[config.mk]
export PLATFORM = sky130hd
export DESIGN_NAME = pipeline_hazard_ctrl
export DESIGN_NICKNAME = d
export VERILOG_FILES = /design/src/rtl/pipeline_hazard_ctrl_pkg.sv /design/src/rtl/hazard_perf_counters.sv /design/src/rtl/pipeline_hazard_ctrl.sv
export SDC_FILE = /design/constraint.sdc
export NUM_CORES = 1
export LEC_CHECK = 0
export ABC_AREA = 1
export CAP_MARGIN = 20
export CORE_MARGIN = 2
export CORE_UTILIZATION = 51
export DETAILED_ROUTE_END_ITERATION = 7
export GPL_TIMING_DRIVEN = 0
export PLACE_DENSITY_LB_ADDON = 0.08
export SYNTH_ARGS = -nofsm -noshare
export SYNTH_HDL_FRONTEND = slang
export SYNTH_SLANG_ARGS = --single-unit
export TNS_END_PERCENT = 20
[constraint.sdc]
create_clock -name clk_i -period 2 [get_ports clk_i]
set_input_delay 0.3 -clock clk_i [delete_from_list [all_inputs] [get_ports clk_i]]
set_output_delay 0.3 -clock clk_i [all_outputs]
set_load 0.02 [all_outputs]
[src/rtl/pipeline_hazard_ctrl_pkg.sv]
// -----------------------------------------------------------------------------
// pipeline_hazard_ctrl_pkg
// Shared definitions for the pipeline stall/flush sequencer:
//   - hz_state_e    : sequencer FSM encoding (RUN / MDU_WAIT)
//   - REG_ZERO      : architectural x0, which never creates a data hazard
//   - CNT_W_DEFAULT : default width of the performance counters
// -----------------------------------------------------------------------------
package pipeline_hazard_ctrl_pkg;

  typedef enum logic {
    ST_RUN      = 1'b0,
    ST_MDU_WAIT = 1'b1
  } hz_state_e;

  localparam logic [4:0] REG_ZERO      = 5'd0;
  localparam int         CNT_W_DEFAULT = 32;

endpackage

[src/rtl/hazard_perf_counters.sv]
// -----------------------------------------------------------------------------
// hazard_perf_counters
// Two free-running CNT_W-bit counters with individual enables. Both wrap
// modulo 2^CNT_W and clear on synchronous reset.
// Ports:
//   clk_i, rst_i     : clock, synchronous active-high reset
//   stall_en_i       : count this cycle as a stall cycle
//   flush_en_i       : count this cycle as a flush cycle
//   stall_cycles_o   : stall cycle count
//   flush_count_o    : flush cycle count
// -----------------------------------------------------------------------------
module hazard_perf_counters
  import pipeline_hazard_ctrl_pkg::*;
#(
  parameter int CNT_W = CNT_W_DEFAULT
) (
  input  logic             clk_i,
  input  logic             rst_i,
  input  logic             stall_en_i,
  input  logic             flush_en_i,
  output logic [CNT_W-1:0] stall_cycles_o,
  output logic [CNT_W-1:0] flush_count_o
);

  logic [1:0] en;
  assign en = {flush_en_i, stall_en_i};

  genvar gi;
  generate
    for (gi = 0; gi < 2; gi++) begin : g_cnt
      logic [CNT_W-1:0] cnt_q;
      logic [CNT_W-1:0] cnt_d;

      always_comb begin
        cnt_d = cnt_q;
        if (en[gi]) begin
          cnt_d = cnt_q + CNT_W'(1);
        end
      end

      always_ff @(posedge clk_i) begin
        if (rst_i) begin
          cnt_q <= '0;
        end else begin
          cnt_q <= cnt_d;
        end
      end
    end
  endgenerate

  assign stall_cycles_o = g_cnt[0].cnt_q;
  assign flush_count_o  = g_cnt[1].cnt_q;

endmodule

[src/rtl/pipeline_hazard_ctrl.sv]
// -----------------------------------------------------------------------------
// pipeline_hazard_ctrl
// Central stall/flush sequencer for the 5-stage RV32IM pipeline.
// Inputs : ID source registers/usage, EX destination/load/writeback flags,
//          EX taken branch, MDU request/done, imem/dmem busywait.
// Outputs: hold (stall) controls for PC, IF/ID, ID/EX, EX/MEM, MEM/WB;
//          bubble (flush) controls for IF/ID, ID/EX, EX/MEM;
//          mdu_busy_o (FSM waiting on a multi-cycle MDU op);
//          stall/flush performance counters.
// Controls are combinational from the registered FSM state and the current
// inputs; stage registers sample them on the next rising edge.
// Priority: reset > memory wait > MDU > taken branch > load-use.
// -----------------------------------------------------------------------------
module pipeline_hazard_ctrl
  import pipeline_hazard_ctrl_pkg::*;
#(
  parameter int CNT_W = CNT_W_DEFAULT
) (
  input  logic             clk_i,
  input  logic             rst_i,
  input  logic [4:0]       rs1_label_id_i,
  input  logic [4:0]       rs2_label_id_i,
  input  logic             rs1_used_id_i,
  input  logic             rs2_used_id_i,
  input  logic [4:0]       rd_id_ex_i,
  input  logic             is_load_id_ex_i,
  input  logic             reg_wb_en_id_ex_i,
  input  logic             branch_taken_ex_i,
  input  logic             mdu_req_ex_i,
  input  logic             mdu_done_i,
  input  logic             imem_busywait_i,
  input  logic             dmem_busywait_i,
  output logic             pc_stall_o,
  output logic             if_id_stall_o,
  output logic             id_ex_stall_o,
  output logic             ex_mem_stall_o,
  output logic             mem_wb_stall_o,
  output logic             if_id_flush_o,
  output logic             id_ex_flush_o,
  output logic             ex_mem_flush_o,
  output logic             mdu_busy_o,
  output logic [CNT_W-1:0] stall_cycles_o,
  output logic [CNT_W-1:0] flush_count_o
);

  hz_state_e state_q;
  hz_state_e state_d;

  logic mem_wait;
  logic mdu_hold;
  logic load_use;

  assign mem_wait = imem_busywait_i | dmem_busywait_i;

  // Hold the front end while a multi-cycle MDU op is outstanding. A request
  // that completes in the same cycle (single-cycle mul) never holds.
  assign mdu_hold = ((state_q == ST_RUN) && mdu_req_ex_i && !mdu_done_i) ||
                    ((state_q == ST_MDU_WAIT) && !mdu_done_i);

  assign load_use = is_load_id_ex_i && reg_wb_en_id_ex_i &&
                    (rd_id_ex_i != REG_ZERO) &&
                    ((rs1_used_id_i && (rs1_label_id_i == rd_id_ex_i)) ||
                     (rs2_used_id_i && (rs2_label_id_i == rd_id_ex_i)));

  always_comb begin
    state_d        = state_q;
    pc_stall_o     = 1'b0;
    if_id_stall_o  = 1'b0;
    id_ex_stall_o  = 1'b0;
    ex_mem_stall_o = 1'b0;
    mem_wb_stall_o = 1'b0;
    if_id_flush_o  = 1'b0;
    id_ex_flush_o  = 1'b0;
    ex_mem_flush_o = 1'b0;
    mdu_busy_o     = 1'b0;

    if (rst_i) begin
      // Bubble the front stage registers so they clear alongside the FSM.
      state_d        = ST_RUN;
      if_id_flush_o  = 1'b1;
      id_ex_flush_o  = 1'b1;
      ex_mem_flush_o = 1'b1;
    end else begin
      mdu_busy_o = (state_q == ST_MDU_WAIT);
      if (mem_wait) begin
        // Freeze everything, FSM included; a taken branch stays in EX and
        // reasserts once memory is ready, so its flush is not lost.
        pc_stall_o     = 1'b1;
        if_id_stall_o  = 1'b1;
        id_ex_stall_o  = 1'b1;
        ex_mem_stall_o = 1'b1;
        mem_wb_stall_o = 1'b1;
      end else if (mdu_hold) begin
        // EX is occupied by the MDU op; feed bubbles into MEM meanwhile.
        pc_stall_o     = 1'b1;
        if_id_stall_o  = 1'b1;
        id_ex_stall_o  = 1'b1;
        ex_mem_flush_o = 1'b1;
        state_d        = ST_MDU_WAIT;
      end else begin
        // Reaching here in MDU_WAIT means done arrived with memory ready.
        state_d = ST_RUN;
        if (branch_taken_ex_i) begin
          if_id_flush_o = 1'b1;
          id_ex_flush_o = 1'b1;
        end else if (load_use) begin
          pc_stall_o    = 1'b1;
          if_id_stall_o = 1'b1;
          id_ex_flush_o = 1'b1;
        end
      end
    end
  end

  always_ff @(posedge clk_i) begin
    if (rst_i) begin
      state_q <= ST_RUN;
    end else begin
      state_q <= state_d;
    end
  end

  hazard_perf_counters #(
    .CNT_W (CNT_W)
  ) u_perf (
    .clk_i          (clk_i),
    .rst_i          (rst_i),
    .stall_en_i     (pc_stall_o),
    .flush_en_i     (if_id_flush_o | id_ex_flush_o | ex_mem_flush_o),
    .stall_cycles_o (stall_cycles_o),
    .flush_count_o  (flush_count_o)
  );

endmodule
==> metrics.md <==
| Metric | Value |
|---|---|
| Seq/Total Area, Yosys | `29.7%` |
| Final ANT Viol Nets | `0` |
| Clk sinks | `65` |
| Worst EP arrival | `1650 ps` |
| Chip height | `96.6 um` |
| CP required | `1700 ps` |
| Placer congestion estimate | `1.03` |
| Maxcap violations | `0` |
| Commonest cells in the netlist | `nand2_1 (225), nor2_1 (79), dfxtp_1 (65), a21oi_1 (63), inv_1 (54)` |
| Fraction of layout cells with a size suffix above 1 | `10.4%` |
| Clk_skew | `6.91 ps` |
| Syn Nets | `between 700 and 800` |
| Post-synth EDFFs | `0` |
| Worst slew margin | `58.2%` |
| Unrepaired setup endpoints after global routing | `yes` |
| Reg2reg path depth | `9` |
| CTS hold repair buffers | `0` |
| Worst-skew pair later-pin latency | `between 300 and 400 ps` |
| Dpl cells | `907` |
| I/O Buffers | `98` |
| Critical path launch point type | `flip-flop` |
| Worst-path clk slew | `~80 ps` |
| Grt ovf | `0` |
| First-pass GRT wire length | `22500 um` |
| Nets | `853` |
| Final setup viols | `0` |
| # fillers | `747` |
| Wirelength per Cell | `14.9 um` |
| Vias | `5058` |
| Routed vias/inst | `5.42` |
| Final TNS setup | `0 ps` |
| Maximum vdd drop | `~280 uV` |
| Max clock buf depth | `2` |
| Dominant cell type by area after synthesis | `dfxtp_1` |
| Top-area cell type share of the netlist area | `29.7%` |
| Predominant post-synthesis flop cell | `dfxtp_1` |
| Min-Delay Path Class | `in2reg` |
| Slew @ Worst Pin | `628 ps` |
| Placed cell areas | `~0.0055 mm^2` |
| I/O pin count | `99` |
| Initial antenna violation count | `0` |
| Post-route insts no fill | `933` |
| Final WS setup | `45.7 ps` |
| R2R setup slack | `100 ps` |
| FFs w/ async S/R, synth | `0%` |
| Worst hold slack | `430 ps` |
| Hpwl dp | `around 10000 um` |
| 1st-iter DRT viols | `218` |
| #FFs+latches synth | `65` |
| DP Worst Slack | `-819 ps` |
| Crit share post-route | `97.7%` |
| Clock root buffer master | `clkbuf_8` |
| Post-synth cell types | `28` |
| CTS tree | `built` |
| All-Layer GR Usage | `29.0%` |
| Post-synth design cell area | `roughly 0.0044 mm^2` |
| Cell with the most instances after synthesis | `nand2_1` |
| Largest fanout on the critical path | `5` |
| CTS Buf Count | `9` |
| Vias in the first global route | `4767` |
| Area Overhead vs Synth | `34.8%` |
| CP endpoint | `pc_stall_o` |
| Antenna cell count | `0` |
| Total power | `2.80 mW` |
| Ranking of synthesized cells by area | `dfxtp_1 (30%), nand2_1 (19%), a21oi_1 (7.2%)` |
| Leak | `~2.3 nW` |
| Fmax | `512 MHz` |
| Post-route cell area | `just under 0.006 mm^2` |
| Pin count of the biggest net entering global routing | `11` |
| CTS H-tree depth | `3` |
| Synthesis Warnings | `0` |
| Final wirelength | `~14000 um` |
| First-pass DRT Iterations | `5` |
| Final Slew Violations | `0` |
| Critical path origin | `state_q$_SDFFE_PP0P_` |
| R2R Path Start | `u_perf.stall_cycles_o[0]$_SDFFE_PP0P_` |
| Average size of a mapped cell | `6.22 um^2` |
| Endpoints failing hold | `0` |
| Core area | `0.00826 mm^2` |
| PD cells | `475 mW/mm^2` |
| Status | `finished clean` |
| Final Core Density | `71.4%` |
| Die ar. | `0.00934 mm^2` |
| DRC errors left | `0` |
| Die W | `96.6 um` |
| Period minus WS final | `slightly below 2000 ps` |
| Reg-to-Reg End | `u_perf.stall_cycles_o[30]$_SDFFE_PP0P_` |
| Rows | `33` |
| Initial Utilization | `around 53%` |
| Synth Instances | `704` |
| Critical Path Sink Type | `output port` |
| Setup CP Type | `reg2out` |
state kept, by name (all words and copies together), names as in the netlist:
name	cells
u_perf.flush_count_o	32
u_perf.stall_cycles_o	32
state_q	1
layout make-up:
class                           count  area [um^2]  area share, %
Multi-Input combinational cell    552         2750           46.7
Clock buffer                       10          138           2.33
Clock inverter                      4         45.0          0.764
Tap cell                          105          131           2.23
Sequential cell                    65         1310           22.1
Buffer                             31          208           3.52
Timing Repair Buffer              110         1110           18.8
Inverter                           56          213           3.61
cell families (layout without fill, tap and decap cells):
family	after synthesis	in the layout	synth area share, %
AOI/OAI and AO/OA	66	66	7.61
xor gates and xnor gates	48	48	9.61
adders and majority gates	2	2	0.572
buffers and inverters	87	211	8.84
DFF	65	65	29.7
and+or+nand+nor	436	436	43.6
cell usage in the layout (no fill, tap or decap), types with 10 or more instances in the layout:
cell type	Yosys	layout
clkbuf_8	0	10
nor2_2	2	10
nand4_1	37	37
buf_2	9	10
dfxtp_1	65	62
clkdlybuf4s50_1	0	72
nor2_1	79	71
buf_4	5	17
nand2_1	225	220
nand3_1	48	48
a21oi_1	63	63
dlymetal6s2s_1	0	18
xnor2_1	13	13
nor3_1	27	26
xor2_1	35	35
inv_1	54	51
power by group:
part,leakage [nW],internal (mW),switching [mW]
registers,0.525,1.31,0.0162
clock network,0.0978,0.590,0.516
logic,1.68,0.155,0.217
total,2.30,2.05,0.749
what timing repair did:
item / in CTS / in global routing
endpoints found under the setup margin: 9 / 20
setup buffers: 2 / 10
pin swaps: 2 / 13
gates cloned: 0 / 0
resized for setup: 31 / 53
metal layers:
metal	wire length (um)	GRT usage, %	share of wire, %
met5	0	0	0
met4	503	14.1	3.6
met3	719	4.48	5.2
met2	7170	53.3	52
met1	5470	32.5	39
worst max-delay path: stages, from the launching register on:
cell	delay, ps
dfxtp_2	340
nor2_2	100
nor2_2	70
nor3_4	140
nand2_2	90
nand2_2	70
inv_2	50
buf_8	130
nand2_8	80
inv_4	40
buf_6	100
buf_6	120
worst min-delay path by stage:
| stage | start | to | slack (ps) | cells past startpoint |
|---|---|---|---|---|
| floorplan | state_q$_SDFFE_PP0P_ | state_q$_SDFFE_PP0P_ | 460 | 1 |
| global placement | u_perf.stall_cycles_o[30]$_SDFFE_PP0P_ | u_perf.stall_cycles_o[30]$_SDFFE_PP0P_ | 470 | 2 |
| detailed placement | u_perf.stall_cycles_o[30]$_SDFFE_PP0P_ | u_perf.stall_cycles_o[30]$_SDFFE_PP0P_ | 480 | 2 |
| CTS | u_perf.stall_cycles_o[30]$_SDFFE_PP0P_ | u_perf.stall_cycles_o[30]$_SDFFE_PP0P_ | 490 | 2 |
| global route | imem_busywait_i | state_q$_SDFFE_PP0P_ | 450 | 3 |
| finish | dmem_busywait_i | state_q$_SDFFE_PP0P_ | 430 | 3 |
Note: power is estimated with default switching activity, not from simulation.
